<file path="src/rtl/imem_loader_if.sv">
// imem_loader_if
//  Groups the loader's byte-stream handshake and the instruction-memory byte
//  write port.
//  Stream  : in_data, in_valid (source -> loader), in_ready (loader -> source)
//  Memory  : mem_we, mem_addr, mem_wdata (loader -> instruction memory)
//  Modports: master = stream source / memory observer, slave = the loader.
`timescale 1ns/1ps
interface imem_loader_if #(
  parameter int ADDR_W = 10
);
  logic [7:0]        in_data;
  logic              in_valid;
  logic              in_ready;
  logic              mem_we;
  logic [ADDR_W-1:0] mem_addr;
  logic [7:0]        mem_wdata;

  modport master (
    output in_data,
    output in_valid,
    input  in_ready,
    input  mem_we,
    input  mem_addr,
    input  mem_wdata
  );

  modport slave (
    input  in_data,
    input  in_valid,
    output in_ready,
    output mem_we,
    output mem_addr,
    output mem_wdata
  );
endinterface

</file>
<file path="src/rtl/imem_loader.sv">
// imem_loader
//  Writer side of the instruction memory. Takes a framed byte stream
//  (COUNT=N, 4*N data bytes, CSUM=XOR of the data bytes) and writes data byte
//  k to memory byte address k. The CPU is held while a load is in progress.
//  Ports
//   clk, rst_n : clock, asynchronous active-low reset
//   start      : 1-cycle pulse, begins a load when idle
//   abort      : level, aborts an active load (error)
//   bus        : stream handshake + memory byte write port (slave modport)
//   busy       : a load is in progress
//   cpu_hold   : same as busy; freezes the CPU
//   done/error : sticky result of the last load
//   ins_count  : N latched from the COUNT byte
`timescale 1ns/1ps
module imem_loader #(
  parameter int ADDR_W = 10,
  parameter int CNT_W  = 8
) (
  input  logic             clk,
  input  logic             rst_n,
  input  logic             start,
  input  logic             abort,
  imem_loader_if.slave     bus,
  output logic             busy,
  output logic             cpu_hold,
  output logic             done,
  output logic             error,
  output logic [CNT_W-1:0] ins_count
);

  typedef enum logic [1:0] {
    ST_IDLE = 2'd0,
    ST_CNT  = 2'd1,
    ST_DATA = 2'd2,
    ST_CSUM = 2'd3
  } state_t;

  // Largest frame payload in bytes that fits the memory.
  localparam logic [31:0] MEM_BYTES = 32'd1 << ADDR_W;

  state_t            state_r;
  logic              in_ready_r;
  logic              busy_r;
  logic              done_r;
  logic              error_r;
  logic              mem_we_r;
  logic [ADDR_W-1:0] mem_addr_r;
  logic [7:0]        mem_wdata_r;
  logic [CNT_W-1:0]  ins_count_r;
  // One extra bit so a full-memory frame (4*N == 2**ADDR_W) does not alias to 0.
  logic [ADDR_W:0]   idx_r;
  logic [ADDR_W:0]   total_r;
  logic [7:0]        csum_r;

  logic              take_s;
  logic [31:0]       quad_s;
  logic [ADDR_W:0]   idx_next_s;

  assign take_s     = bus.in_valid && in_ready_r;
  assign quad_s     = {22'd0, bus.in_data, 2'b00};
  assign idx_next_s = idx_r + (ADDR_W+1)'(1);

  // Load sequencer: state, handshake, memory write port and status registers.
  always_ff @(posedge clk or negedge rst_n) begin
    if (!rst_n) begin
      state_r     <= ST_IDLE;
      in_ready_r  <= 1'b0;
      busy_r      <= 1'b0;
      done_r      <= 1'b0;
      error_r     <= 1'b0;
      mem_we_r    <= 1'b0;
      mem_addr_r  <= '0;
      mem_wdata_r <= 8'd0;
      ins_count_r <= '0;
      idx_r       <= '0;
      total_r     <= '0;
      csum_r      <= 8'd0;
    end else begin
      // Write strobe is a single-cycle pulse; address/data hold between writes.
      mem_we_r <= 1'b0;
      case (state_r)
        ST_IDLE: begin
          // abort wins over a simultaneous start and leaves the status alone.
          if (!abort && start) begin
            state_r     <= ST_CNT;
            in_ready_r  <= 1'b1;
            busy_r      <= 1'b1;
            done_r      <= 1'b0;
            error_r     <= 1'b0;
            ins_count_r <= '0;
            idx_r       <= '0;
            total_r     <= '0;
            csum_r      <= 8'd0;
          end else begin
            state_r <= ST_IDLE;
          end
        end
        ST_CNT, ST_DATA, ST_CSUM: begin
          if (abort) begin
            // Byte presented in the abort cycle is dropped.
            state_r    <= ST_IDLE;
            in_ready_r <= 1'b0;
            busy_r     <= 1'b0;
            error_r    <= 1'b1;
          end else if (take_s) begin
            if (state_r == ST_CNT) begin
              ins_count_r <= CNT_W'(bus.in_data);
              total_r     <= (ADDR_W+1)'(quad_s);
              if (bus.in_data == 8'd0) begin
                state_r <= ST_CSUM;
              end else if (quad_s > MEM_BYTES) begin
                state_r    <= ST_IDLE;
                in_ready_r <= 1'b0;
                busy_r     <= 1'b0;
                error_r    <= 1'b1;
              end else begin
                state_r <= ST_DATA;
              end
            end else if (state_r == ST_DATA) begin
              mem_we_r    <= 1'b1;
              mem_addr_r  <= idx_r[ADDR_W-1:0];
              mem_wdata_r <= bus.in_data;
              csum_r      <= csum_r ^ bus.in_data;
              idx_r       <= idx_next_s;
              if (idx_next_s == total_r) begin
                state_r <= ST_CSUM;
              end else begin
                state_r <= ST_DATA;
              end
            end else begin
              state_r    <= ST_IDLE;
              in_ready_r <= 1'b0;
              busy_r     <= 1'b0;
              if (bus.in_data == csum_r) begin
                done_r <= 1'b1;
              end else begin
                error_r <= 1'b1;
              end
            end
          end else begin
            state_r <= state_r;
          end
        end
        default: begin
          state_r    <= ST_IDLE;
          in_ready_r <= 1'b0;
          busy_r     <= 1'b0;
        end
      endcase
    end
  end

  assign bus.in_ready  = in_ready_r;
  assign bus.mem_we    = mem_we_r;
  assign bus.mem_addr  = mem_addr_r;
  assign bus.mem_wdata = mem_wdata_r;
  assign busy          = busy_r;
  assign cpu_hold      = busy_r;
  assign done          = done_r;
  assign error         = error_r;
  assign ins_count     = ins_count_r;

endmodule

</file>
<file path="src/flat_wrapper.sv">
// flat-port wrapper written by rule: the top's interface ports become plain ports
module imem_loader_flat 
#(
  parameter int ADDR_W = 10,
  parameter int CNT_W  = 8
)
  (clk, rst_n, start, abort, busy, cpu_hold, done, error, ins_count, bus_in_data, bus_in_valid, bus_in_ready, bus_mem_we, bus_mem_addr, bus_mem_wdata);
  imem_loader_if #(.ADDR_W(ADDR_W)) bus_i ();
  input  logic clk;
  input  logic rst_n;
  input  logic start;
  input  logic abort;
  output logic busy;
  output logic cpu_hold;
  output logic done;
  output logic error;
  output logic [CNT_W-1:0] ins_count;
  input wire logic [$bits(bus_i.in_data)-1:0] bus_in_data;
  input wire logic [$bits(bus_i.in_valid)-1:0] bus_in_valid;
  output wire logic [$bits(bus_i.in_ready)-1:0] bus_in_ready;
  output wire logic [$bits(bus_i.mem_we)-1:0] bus_mem_we;
  output wire logic [$bits(bus_i.mem_addr)-1:0] bus_mem_addr;
  output wire logic [$bits(bus_i.mem_wdata)-1:0] bus_mem_wdata;
  assign bus_i.in_data = bus_in_data;
  assign bus_i.in_valid = bus_in_valid;
  assign bus_in_ready = bus_i.in_ready;
  assign bus_mem_we = bus_i.mem_we;
  assign bus_mem_addr = bus_i.mem_addr;
  assign bus_mem_wdata = bus_i.mem_wdata;
  imem_loader #(.ADDR_W(ADDR_W), .CNT_W(CNT_W)) u_core (.clk(clk), .rst_n(rst_n), .start(start), .abort(abort), .bus(bus_i), .busy(busy), .cpu_hold(cpu_hold), .done(done), .error(error), .ins_count(ins_count));
endmodule
</file>
<file path="config.mk">
export PLATFORM = sky130hd
export DESIGN_NAME = imem_loader_flat
export DESIGN_NICKNAME = d
export VERILOG_FILES = /design/src/rtl/imem_loader_if.sv /design/src/rtl/imem_loader.sv /design/src/flat_wrapper.sv
export SDC_FILE = /design/constraint.sdc
export NUM_CORES = 1
export LEC_CHECK = 0
export BUFFER_PORTS_ARGS = -buffer_cell sky130_fd_sc_hd__buf_2
export CAP_MARGIN = 5
export CORE_ASPECT_RATIO = 1.25
export CORE_UTILIZATION = 40
export DETAILED_ROUTE_END_ITERATION = 10
export SETUP_SLACK_MARGIN = 0.1
export SLEW_MARGIN = 20
export SYNTH_ARGS = -nofsm -noshare
export SYNTH_HDL_FRONTEND = slang
export SYNTH_SLANG_ARGS = --single-unit
</file>
<file path="constraint.sdc">
create_clock -name clk -period 3.6 [get_ports clk]
set_input_delay 0.36 -clock clk [delete_from_list [all_inputs] [get_ports clk]]
set_output_delay 0.36 -clock clk [all_outputs]
set_load 0.1 [all_outputs]
</file>
== Word level (Yosys, flattened, before mapping) ==
Index checks and enable logic that the tools add are counted.
Cells by class
  equality and inequality tests: 18
  bitwise operators: 3
  $lt $le $gt $ge: 1
  add/sub/neg operators: 1
  reduce and logical (&&, ||, !) cells: 12
  mux-type cells: 57
Operators by type and width (count)
  two-way mux 11 bit: 8
  two-way mux 8 bit: 8
  one-hot mux 11 bit (2 select lines): 2
  one-hot mux 8 bit (2 select lines): 2
  two-way mux 1 bit: 27
  AND reduction 5 bit: 3
  two-way mux 2 bit: 6
  AND reduction 6 bit: 2
  adder 11 x 1 -> 11 bit, second input constant: 1
  equality test 11 bit: 1
  greater-than comparator 10 x 11 -> 1 bit, second input constant: 1
  inequality test 2 x 1 -> 1 bit, second input constant: 5
  equality test 8 bit: 1
  zero test 8 bit: 1
  inequality test 4 x 3 -> 1 bit, second input constant: 2
  inequality test 4 bit, second input constant: 2
  XOR 8 bit: 1
  inequality test 2 bit, second input constant: 3
  one-hot mux 1 bit (2 select lines): 3
  equality test 2 bit, second input constant: 2
  one-hot mux 2 bit (2 select lines): 1
  AND reduction 4 bit: 1
  inequality test 3 x 2 -> 1 bit, second input constant: 1
  OR reduction 3 bit: 1
  5 further kinds: 7
Storage, ports and cells
  input bits: 13
  register bits after elaboration: 62
  logic and storage cells: 103
  output and inout port bits: 32

== Longest topological paths before layout ==
Gate-level depths: netlist (run 1).
  depth in word-level cells: 8
  gate-level depth with buffers: 9
  mapped depth without buffers: 7

== Worst setup path before layout (run 1) ==
No wires, ideal clock.
  kind: register to register
  start: register u_core.in_ready_r, in the netlist u_core.bus.in_ready
  end: register u_core.mem_addr_r[0], in the netlist u_core.bus.mem_addr[0]
  period minus slack after synthesis: 2.608 ns
  cell stages (with the launch flop): 5
  slack: 0.992 ns
  data required time: 3.475 ns
  library setup time: 0.125 ns
  arrival time: 2.483 ns
  buffers on the path: 1
  cell sequence: dfrtp_1 nand2_1 nor4b_4 buf_4 mux2_2
On the way
  word-level cells in the longest chain between the ends: 2
RTL lines
  start: declaration: RTL line imem_loader.sv:42  | logic in_ready_r;
  start signal: assignment: RTL line imem_loader.sv:67  | in_ready_r <= 1'b0;
  start signal: assignment: RTL line imem_loader.sv:86  | in_ready_r <= 1'b1;
  start signal: assignment: RTL line imem_loader.sv:102  | in_ready_r <= 1'b0;
  logical AND 1 bit: RTL line imem_loader.sv:59  | assign take_s = bus.in_valid && in_ready_r;
  AND reduction 5 bit (no line)
  end signal: assignment: RTL line imem_loader.sv:121  | mem_addr_r <= idx_r[ADDR_W-1:0];
  end: declaration: RTL line imem_loader.sv:47  | logic [ADDR_W-1:0] mem_addr_r;
Every way passes these cells.
A chain may end at the register's enable or synchronous reset.

== Final worst setup path (run 1) ==
  start: register u_core.state_r[1]
  end: register u_core.idx_r[10]
On the way
  word-level cells in the longest chain between the ends: 4
  elaborated cells between the ends (all ways): 12
  those cells by class: eq/ne: 8; mux: 1; reduce/logical: 3
RTL lines
  start: declaration: RTL line imem_loader.sv:41  | state_t state_r;
  start signal: assignment: RTL line imem_loader.sv:141  | state_r <= state_r;
  equality test 2 bit, or another cell as far along: RTL line imem_loader.sv:81  | case (state_r)
  OR reduction 3 bit: RTL line imem_loader.sv:81
  inequality test 2 x 1 -> 1 bit (no line) / inequality test 2 bit (equally long branches)
  AND reduction 5 bit (no line)
  end signal: assignment: RTL line imem_loader.sv:124  | idx_r <= idx_next_s;
  end: declaration: RTL line imem_loader.sv:51  | logic [ADDR_W:0] idx_r;
Parallel ways exist; a longest one is shown, timed or not.

==> impl_results.md, run 1 <==
- Outcome: finished, violations left
- Failing checks: hold timing
- Top cell type's share of synthesized area: 45.37%
- Final-report setup violation count: 0
- Chip width: 77 um
- Worst vdd ir: 239.9 uV
- Final Max Slew Viols: 0
- GR Util All Layers: 19.90%
- Routed Antenna Nets: 0
- Most used cell, CP: inv_1
- Period utilisation layout: 73.54%
- Critical-path cell list: inv_1 -> ha_1 -> inv_1 -> a222oi_1 -> buf_4 -> nand2_1 -> o31a_1 -> o22ai_1
- First-pass GRT wire length: 11.30 mm
- Detailed Place HPWL: 4.957 mm
- Fmax: 377.7 MHz
- Crit-path max FO: 22
- Fill cell count: 657
- Largest stage delay on the critical path: 0.56 ns
- Htree depth: 2
- Mapped Nets: 299
- Max Cap Viol: 0
- Worst hold path class: input pin to async pin
- P_sw: 0.0006834 W
- Hold Fails Final Rpt: 20
- Int Pwr: 0.0009744 W
- Vias per Instance: 5.571
- Share of cells above drive strength 1: 24.45%
- Area grow syn2layout: 12.90%
- Setup crit end kind: register
- I/O pins: 45
- CP startpoint kind: register
- Setup TNS: 0 ns
- DR vias: 2262
- Ranking of synthesized cells by area: dfrtp_1, mux2_2, a22o_1
- Power Dens Cells: 522.0 mW/mm^2
- CTS Sinks: 51
- Clock latency on the worst-skew pair: 0.31 ns
- Netlist cell types: 51
- Crit path depth: 8
- CTS Buf Count: 5
- Synthesis Warnings: 0
- Final net count: 337
- Chip height: 95.76 um
- Depth of the most critical reg-to-reg path: 8
- Core Area: 0.006689 mm^2
- Gate power share: 32.1%
- Largest delay share family, worst path: buffers and inverters
- Clock Path Buffers: 2
- Worst slew margin: 50.31%
- RSZ-0062 raised after global routing: no
- Critical Path AT: 2.87 ns
- Lkg Pwr: 1.522 nW
- GR Overflow Total: 0
- CTS tree: done
- Initial Utilization: 42.05%
- Mapped Area: 0.002813 mm^2
- Clock transition at the registers of the reported paths: 0.10 ns
- CP max stage cell: ha_1
- Worst-margin pin slew: 0.7404 ns
- Synth Flop Type: dfrtp_1
- Largest net degree at the start of global routing: 32
- Switching Share: 41.23%
- Mean Syn Cell Area: 10.05 um^2
- Resized cells post-CTS: 0
- Sequential share of the synthesized area: 45.37%
- EDFF count, synth: 0
- #FFs+latches synth: 51
- Initial DRC count: 108
- Worst hold slack: -0.01097 ns
- Sequential share of power: 47.1%
- Post-route minimum period: 2.647 ns
- Row count: 33
- Vias in the first global route: 2209
- Yosys top cell by area: dfrtp_1
- Setup bufs post-CTS: 0
- Drc violations: 0
- Drt first pass iters: 4
- Clk pwr share: 20.8%
- Async SR Flop Fraction: 100.0%
- Post-Route WL: 6.861 mm
- Critical Path RT: 3.82 ns
- Die ar.: 0.007373 mm^2
- Setup Skew: 0.01254 ns
- Input/output buffers: 44
- GP Congestion: 0.8463
- Worst setup path category: register to register
- WP buf/inv: 3
- Clk root buf: clkbuf_8
- Antenna violations before repair: 0
- Routed WL per cell: 16.90 um
- ANT cells: 0
- Synth Instances: 280
- CTS Hold Bufs: 0
==> power groups by stage <==
stage          clock network [W]  logic [W]  registers, W
6_report                0.000345   0.000532      0.000781
3_5_place_dp                   0   0.000533      0.000790
2_1_floorplan                  0   0.000392      0.000820
4_1_cts                 0.000356   0.000536      0.000779
3_3_place_gp                   0   0.000527      0.000789
5_1_grt                 0.000378   0.000580      0.000800
==> synth_stat cells (8+ instances only) <==
cell type / count
dfrtp_1: 51
nand2_1: 22
mux2_2: 18
o21ai_0: 18
a22o_1: 17
inv_1: 15
nand3_1: 15
nor2_1: 9
xor2_1: 9
a21oi_1: 8
nor4_1: 8
xnor2_1: 8
==> cell families after synthesis <==
kind of cell    count (synthesis)  synth area share (%)
simple gates                   83                 16.24
compound gates                 73                 18.02
flops                          51                 45.37
buf+inv                        32                 5.204
mux                            18                 7.206
xor+xnor                       17                 5.294
fa+ha+maj                       6                 2.669
==> cell usage in the layout, fill, tap and decap left out, types with 2 or more instances in the layout <==
cell,synthesis,routed
nor2b_1,2,2
nor3_1,4,4
o21ai_1,5,5
clkinv_4,0,2
a22o_1,17,17
xnor2_1,8,8
dfrtp_1,51,51
inv_1,15,15
nand2b_1,3,3
xor2_1,9,9
nand4_1,3,3
buf_2,6,44
clkbuf_8,0,5
mux2_2,18,18
a31oi_1,3,3
nor2_1,9,9
nand3_1,15,15
nand2_1,22,22
buf_4,3,4
o31ai_1,2,2
nor3b_1,6,6
and3_1,2,2
ha_1,6,6
nor4_1,8,8
a21o_1,4,4
a21boi_0,2,2
a21oi_1,8,8
a41o_1,2,2
o21ai_0,18,18
==> flip-flops by register name, indices dropped and copies added (netlist names) <==
name,count
u_core.csum_r,8
u_core.bus.mem_we,1
u_core.total_r,8
u_core.bus.mem_addr,10
u_core.bus.mem_wdata,8
u_core.bus.in_ready,1
u_core.error,1
u_core.state_r,2
u_core.idx_r,11
u_core.done,1
==> worst paths after layout <==
kind                                          endpoint  slack [ns]                    from
worst max-delay path                  u_core.idx_r[10]        0.95       u_core.state_r[1]
worst min-delay path            u_core.bus.mem_addr[6]       -0.01                   rst_n
worst max register to register        u_core.idx_r[10]        0.95       u_core.state_r[1]
worst min register to register  u_core.bus.mem_addr[2]        0.51  u_core.bus.mem_addr[2]
max in group asynchronous              u_core.idx_r[9]        2.84                   rst_n
min in group clk                     u_core.state_r[1]        0.35            bus_in_valid
==> cell type report <==
class	count	area [um^2]	share of cell area, %
Timing Repair Buffer	48	250.2	7.880
Clock buffer	5	68.82	2.167
Clock inverter	3	25.02	0.7880
Sequential cell	51	1276	40.19
Tap cell	87	108.9	3.428
Inverter	15	56.30	1.773
Multi-Input combinational cell	197	1390	43.77
==> layer usage <==
metal / part of all wire [%] / global-route usage, % / wire length (um) / vias up
met5: 0 / 0 / 0 / -
met4: 2.8 / 8.019 / 194 / 0
met3: 3.4 / 3.223 / 230 / 16
met2: 49 / 34.08 / 3394 / 64
met1: 44 / 25.27 / 3042 / 1090
li1: - / - / - / 1092
==> metrics by stage <==
step | util, % | power, W | instances | setup WS, ns | area, um^2
CTS | 47.47 | 0.001671 | 406 | 0.9240 | 3176
finish | 47.47 | 0.001658 | 406 | 0.9527 | 3176
global route | 47.47 | 0.001757 | 406 | 0.6870 | 3176
detailed placement | 46.07 | 0.001323 | 398 | 0.9405 | 3082
global placement | 46.07 | 0.001315 | 398 | 1.041 | 3082
floorplan | - | 0.001211 | 280 | 0.9918 | 2813
(Power assumes the default switching activity.)
==> inputs of run 2 (changes only) <==
ABC_AREA = 1   (was default)
clock period = 2.2 ns   (was 3.6 ns; I/O delays follow)
==> run 2 against run 1 <==
Fmax increased by 39%. The run now ends clean. Wire length decreased by 9.4%. Core utilization increased by 1.7 points. Largest power group is now combinational logic. Critical path depth unchanged. Highest routed layer unchanged. Synthesized cell count increased by 14%. Hold slack improved by 0.26 ns. Sequential share of layout area increased by 1.4 points.
==> impl_results.md, run 2 <==
- Outcome: finished clean
- Async SR Flop Fraction: 100.0% (unchanged)
- Clock transition at the registers of the reported paths: 0.09 ns (about the same)
- Top cell type's share of synthesized area: 49.01% (+3.6 points)
- Lkg Pwr: 1.557 nW (+2.3%)
- Worst setup path category: register to register
- CP max stage cell: dfrtp_1
- Finished Core Util: 49.22% (+1.7 points)
- First-pass GRT wire length: 10.18 mm (-9.9%)
- Clk root buf: clkbuf_8
- Post-Layout Cell Count: 454 (+12%)
- Worst hold path class: input pin to register
- Inst Count DP: 445 (+12%)
- Synthesis Warnings: 0 (unchanged)
- Mapped Nets: 337 (+13%)
- Final Max Slew Viols: 0 (unchanged)
- Setup crit end kind: register
- Post-route minimum period: 1.906 ns (-0.7408 ns)
- EDFF count, synth: 0 (unchanged)
- Largest net degree at the start of global routing: 37 (+16%)
- Yosys top cell by area: dfrtp_1
- Final-report setup violation count: 0 (unchanged)
- Crit-path max FO: 18 (-18%)
- Vias per Instance: 4.956 (-11%)
- Worst vdd ir: 930.9 uV (+290%)
- Htree depth: 2 (unchanged)
- CTS Sinks: 51 (unchanged)
- Worst slew margin: 67.56% (+17 points)
- Register area: 0.001277 mm^2 (about the same)
- Fmax: 524.5 MHz (+39%)
- CTS tree: done
- Period utilisation layout: 86.66% (+13 points)
- Area of the multi-input gates: 0.001110 mm^2 (-20%)
- Highest-count cells in the layout ignoring fill and taps: nand2_1, dfrtp_1, buf_2, inv_1, o21ai_0
- Max Cap Viol: 0 (unchanged)
- Setup TNS: 0 ns (unchanged)
- Int Pwr: 0.001785 W (+83%)
- CP startpoint kind: register
- Share of cells above drive strength 1: 21.14% (-3.3 points)
- Clock Path Buffers: 2 (unchanged)
- Setup bufs post-CTS: 0 (unchanged)
- Drt first pass iters: 4 (unchanged)
- Switching Share: 43.65% (+2.4 points)
- ANT cells: 0 (unchanged)
- Most used cell, CP: o21ai_2
- Synth Flop Type: dfrtp_1
- Clock latency on the worst-skew pair: 0.31 ns (about the same)
- Critical-path cell list: inv_1 -> ha_2 -> o21ai_2 -> a21oi_2 -> o21ai_2 -> inv_2 -> nand2_2 -> o21ai_0
- Core Area: 0.006246 mm^2 (-6.6%)
- GR Overflow Total: 0 (unchanged)
- Post-Route WL: 6.219 mm (-9.4%)
- Fill cell count: 627 (-4.6%)
- Routed WL per cell: 13.70 um (-19%)
- Worst-margin pin slew: 0.4900 ns (-0.2504 ns)
- Initial Utilization: 41.69% (-0.36 points)
- GR Util All Layers: 19.86% (-0.041 points)
- Largest register by flop count: u_core.idx_r
- Area grow syn2layout: 18.07%
- Mean Syn Cell Area: 8.188 um^2 (-18%)
- Setup Skew: 0.009289 ns (-0.003253 ns)
- Row count: 32 (-3.0%)
- Power Dens Cells: 1031 mW/mm^2 (+97%)
- Max reg flops: 11 (unchanged)
- I/O pins: 45 (unchanged)
- RSZ-0062 raised after global routing: no
- Commonest cells in the synthesized netlist: nand2_1, dfrtp_1, inv_1
- Chip height: 92.21 um (-3.7%)
- Vias in the first global route: 2120 (-4.0%)
- Drc violations: 0 (unchanged)
- Clk pwr share: 24.2% (+3.4 points)
- Detailed Place HPWL: 4.664 mm (-5.9%)
- Antenna violations before repair: 0 (unchanged)
- Hold Fails Final Rpt: 0 (-100%)
- Critical Path RT: 2.43 ns (-1.39 ns)
- Mapped Area: 0.002604 mm^2 (-7.4%)
- DR vias: 2250 (-0.53%)
- Routed Antenna Nets: 0 (unchanged)
- Initial DRC count: 147 (+36%)
- Critical Path AT: 2.13 ns (-0.74 ns)
- Synth Instances: 318 (+14%)
- Final net count: 387 (+15%)
- Largest delay share family, worst path: compound AO/OA/AOI/OAI gates
- Sequential share of power: 36.7% (-10 points)
- Die ar.: 0.006838 mm^2 (-7.3%)
- Netlist cell types: 30 (-41%)
- CTS Buf Count: 5 (unchanged)
- Sequential share of the synthesized area: 49.01% (+3.6 points)
- Ranking of synthesized cells by area: dfrtp_1, nand2_1, o21ai_0
- Gate power share: 39.1% (+7.0 points)
- GP Congestion: 0.8950 (+5.8%)
- #FFs+latches synth: 51 (unchanged)
- WP buf/inv: 2 (-1)
- P_sw: 0.001383 W (+100%)
- Input/output buffers: 44 (unchanged)
- Leading cell type in the layout, fill and taps excluded: nand2_1
- Chip width: 74.16 um (-3.7%)
- Largest stage delay on the critical path: 0.41 ns (-0.15 ns)
- Cell with the most instances after synthesis: nand2_1
## run 2: cell count changes in the layout (fill, tap and decap cells not counted), moves of 7 or more
cell and delta:
a21oi_1 -7, a22o_1 -17, inv_1 +26, mux2_2 -17
nand2_1 +59, nand3_1 +7, nor4_1 -8, o21ai_0 +17
o22ai_1 +15
## run 2: worst paths after layout
| check | from | endpoint | slack (ns) | cells after the start |
|---|---|---|---|---|
| worst max-delay path | u_core.state_r[0] | u_core.csum_r[7] | 0.29 | 8 |
| worst min-delay path | bus_in_data[3] | u_core.csum_r[3] | 0.25 | 4 |
| worst max register to register | u_core.state_r[0] | u_core.csum_r[7] | 0.29 | 8 |
| worst min register to register | u_core.bus.mem_addr[8] | u_core.bus.mem_addr[8] | 0.48 | 2 |
| max in group asynchronous | rst_n | u_core.total_r[8] | 1.19 | 3 |
| min in group asynchronous | rst_n | u_core.bus.mem_addr[1] | 0.37 | 2 |
## run 2: power by group through the flow
stage / Combinational (W) / Sequential [W] / Clock, W
6_report: 0.00124 / 0.00116 / 0.000765
5_1_grt: 0.00132 / 0.00118 / 0.000813
4_1_cts: 0.00124 / 0.00116 / 0.000780
3_5_place_dp: 0.00123 / 0.00118 / 0
3_3_place_gp: 0.00123 / 0.00118 / 0
2_1_floorplan: 0.000536 / 0.00164 / 0
## run 2: layout make-up
cell class / count / area share, %
multi-input cells: 213 / 36.10
flip-flops and latches: 51 / 41.55
well taps: 85 / 3.460
clock buffers: 6 / 2.361
clock inverters: 2 / 1.954
repair buffers: 51 / 8.954
inverters: 46 / 5.617
## run 2: through the flow
stage / cell area [um^2] / hold WS [ns] / power [W] / setup WS [ns]
after floorplan: 2605 / -0.07559 / 0.002172 / 0.4032
after global placement: 2929 / 0.1886 / 0.002407 / 0.3109
after detailed placement: 2929 / 0.1943 / 0.002417 / 0.2183
after CTS: 3072 / 0.2499 / 0.003184 / 0.1971
after global routing: 3074 / 0.2486 / 0.003315 / 0.1302
final: 3074 / 0.2469 / 0.003168 / 0.2935
## run 2: what timing repair did
item                                    CTS  global route
hold endpoints to repair                 17             0
gates resized for setup                   0             1
endpoints found under the setup margin    0            11
hold buffers                              1             0
## run 2: routing by layer
metal / track usage (%) / up-vias / part of all wire, %
met4: 7.051 / 0 / 1.7
met2: 32.80 / 56 / 49
li1: - / 1135 / -
met1: 25.42 / 1050 / 45
met3: 3.736 / 9 / 3.9
met5: 0 / - / 0
## run 2: worst register-to-register path: stages, from the launching register on
cell     delay, ns
dfrtp_1       0.41
inv_1         0.16
ha_2          0.29
o21ai_2       0.10
a21oi_2       0.14
o21ai_2       0.17
inv_2         0.10
nand2_2       0.22
o21ai_0       0.25
## run 2: cells by family after synthesis
group | Yosys count | share of synthesized area, %
flops | 51 | 49.01
xor+xnor | 8 | 2.691
compound gates | 61 | 13.26
simple gates | 137 | 23.26
mux | 1 | 0.4325
buf+inv | 54 | 8.457
fa+ha+maj | 6 | 2.883
==> inputs of run 3 (changes only) <==
MAX_ROUTING_LAYER = met4   (was default)
RECOVER_POWER = 100   (was default)
==> run 3 against run 2 <==
Sequential share of layout area rose by 1.1 points. Worst setup slack got worse by 0.062 ns. Die area did not move. Final cell count did not move. Sequential power barely moved. Global-route usage rose by 1.3 points. Clock skew fell by 0.0061 ns. Fmax fell by 3.1%. Sequential cell count did not move. Critical path depth did not move. Critical path type unchanged.
==> impl_results.md, run 3 (synthesis gave the netlist of run 2 again) <==
- Outcome: finished clean
- Clk root buf: clkbuf_8
- Chip height: 92.21 um (unchanged)
- Depth of the most critical reg-to-reg path: 8 (unchanged)
- Period utilisation layout: 89.46% (+2.8 points)
- P_sw: 0.001394 W (+0.83%)
- Drt first pass iters: 4 (unchanged)
- Share of cells above drive strength 1: 11.65% (-9.5 points)
- Detailed Place HPWL: 4.700 mm (+0.79%)
- First-pass GRT wire length: 10.67 mm (+4.8%)
- Setup TNS: 0 ns (unchanged)
- Max reg flops: 11 (unchanged)
- Worst setup endpoint: u_core.csum_r[2]
- Worst setup path category: register to register
- Worst-margin pin slew: 1.170 ns (+0.6800 ns)
- CP startpoint: u_core.state_r[0]
- Die ar.: 0.006838 mm^2 (unchanged)
- I/O pins: 45 (unchanged)
- Hold Fails Final Rpt: 0 (unchanged)
- Routed WL per cell: 14.05 um (+2.6%)
- GR Overflow Total: 0 (unchanged)
- DR vias: 2260 (+0.44%)
- Highest-count cells in the layout ignoring fill and taps: nand2_1, dfrtp_1, inv_1, o21ai_0, clkbuf_1
- Gate power share: 40.7% (+1.6 points)
- Critical Path AT: 2.15 ns (+0.02 ns)
- Leading cell type in the layout, fill and taps excluded: nand2_1
- Clk pwr share: 20.3% (-3.9 points)
- Worst slew margin: 22.33% (-45 points)
- Vias in the first global route: 2276 (+7.4%)
- Largest register by flop count: u_core.idx_r
- Max Cap Viol: 0 (unchanged)
- Setup crit end kind: register
- FF-to-FF Start: u_core.state_r[0]
- Crit-path max FO: 18 (unchanged)
- Post-route minimum period: 1.968 ns (+0.06169 ns)
- Final-report setup violation count: 0 (unchanged)
- CP startpoint kind: register
- Final Max Slew Viols: 0 (unchanged)
- Power Dens Cells: 996.9 mW/mm^2 (-3.3%)
- R2r setup slk: 0.23 ns (-0.06 ns)
- Setup Skew: 0.003227 ns (-0.006062 ns)
- RSZ-0062 raised after global routing: no
- Setup bufs post-CTS: 0 (unchanged)
- GR Util All Layers: 21.17% (+1.3 points)
- GP Congestion: 0.8936 (-0.16%)
- Clock latency on the worst-skew pair: 0.30 ns (about the same)
- Fmax: 508.1 MHz (-3.1%)
- Core Area: 0.006246 mm^2 (unchanged)
- Initial Utilization: 41.69% (unchanged)
- Critical R2R Capture: u_core.csum_r[2]
- Worst hold path class: input pin to register
- Pwr Total: 0.002986 W (-5.7%)
- Drc violations: 0 (unchanged)
- CTS tree: done
- Clock transition at the registers of the reported paths: 0.09 ns (about the same)
- Input/output buffers: 44 (unchanged)
- Routed Antenna Nets: 0 (unchanged)
- Antenna violations before repair: 0 (unchanged)
- Row count: 32 (unchanged)
- Switching Share: 46.70% (+3.0 points)
- ANT cells: 0 (unchanged)
- Lkg Pwr: 1.401 nW (-10%)
- CTS Sinks: 51 (unchanged)
- Clock Path Buffers: 2 (unchanged)
- Area grow syn2layout: 15.04%
- Final net count: 387 (unchanged)
- Post-Route WL: 6.379 mm (+2.6%)
- Largest net degree at the start of global routing: 37 (unchanged)
- CTS Buf Count: 5 (unchanged)
- Htree depth: 2 (unchanged)
- Worst vdd ir: 750.7 uV (-19%)
- Critical Path RT: 2.38 ns (-0.05 ns)
- Initial DRC count: 114 (-22%)
- Vias per Instance: 4.978 (+0.44%)
- Chip width: 74.16 um (unchanged)
- Int Pwr: 0.001592 W (-11%)
- Sequential share of power: 39.1% (+2.4 points)
-- run 3: through the flow --
step | instance area (um^2) | setup slack (ns) | hold slack, ns | util [%] | std cells
4_1_cts | 3043 | 0.1813 | 0.2359 | 48.72 | 454
5_1_grt | 2995 | 0.07399 | 0.2697 | 47.96 | 454
3_3_place_gp | 2929 | 0.3234 | 0.3194 | 46.89 | 445
3_5_place_dp | 2929 | 0.2066 | 0.3242 | 46.89 | 445
2_1_floorplan | 2605 | 0.4032 | -0.07559 | - | 318
6_report | 2995 | 0.2318 | 0.2437 | 47.96 | 454
-- run 3: critical path, stage by stage (launching register included) --
cell	delay [ns]
dfrtp_1	0.39
inv_1	0.11
ha_2	0.26
o21ai_2	0.20
a21oi_2	0.06
o21ai_2	0.17
clkinv_1	0.17
nand2_2	0.33
o21ai_0	0.14
-- run 3: layout make-up --
class / count / area, um^2
inverters: 46 / 172.7
flip-flops and latches: 51 / 1277
multi-input cells: 213 / 1110
clock inverters: 1 / 7.507
fillers: 676 / 3251
well taps: 85 / 106.4
repair buffers: 51 / 225.2
clock buffers: 7 / 96.34
-- run 3: how the worst min path moves through the flow --
stage | slack [ns] | depth (start not counted) | start | endpoint
global route | 0.27 | 3 | bus_in_data[0] | u_core.bus.mem_wdata[0]
CTS | 0.24 | 4 | bus_in_data[3] | u_core.csum_r[3]
global placement | 0.32 | 1 | rst_n | u_core.csum_r[1]
floorplan | -0.08 | 0 | rst_n | u_core.bus.in_ready
finish | 0.24 | 4 | bus_in_data[3] | u_core.csum_r[3]
detailed placement | 0.32 | 1 | rst_n | u_core.csum_r[0]
-- run 3: what timing repair did --
action                     4_1_cts  5_1_grt
hold buffers                     1        0
resized for setup                0        2
setup endpoints to repair        0       18
hold endpoints to repair        30        0
-- run 3: layer usage --
layer / wire, um / GRT usage (%) / up-vias
met2: 3166 / 34.77 / 60
met5: 0 / - / -
li1: - / - / 1133
met3: 246 / 3.187 / 15
met4: 154 / 8.333 / 0
met1: 2812 / 25.67 / 1052
-- run 3: power by group through the flow --
stage	clock network, W	registers (W)	logic (W)
global placement	0	0.00118	0.00123
global route	0.000657	0.00119	0.00131
floorplan	0	0.00164	0.000536
finish	0.000605	0.00117	0.00121
detailed placement	0	0.00118	0.00124
CTS	0.000626	0.00116	0.00124
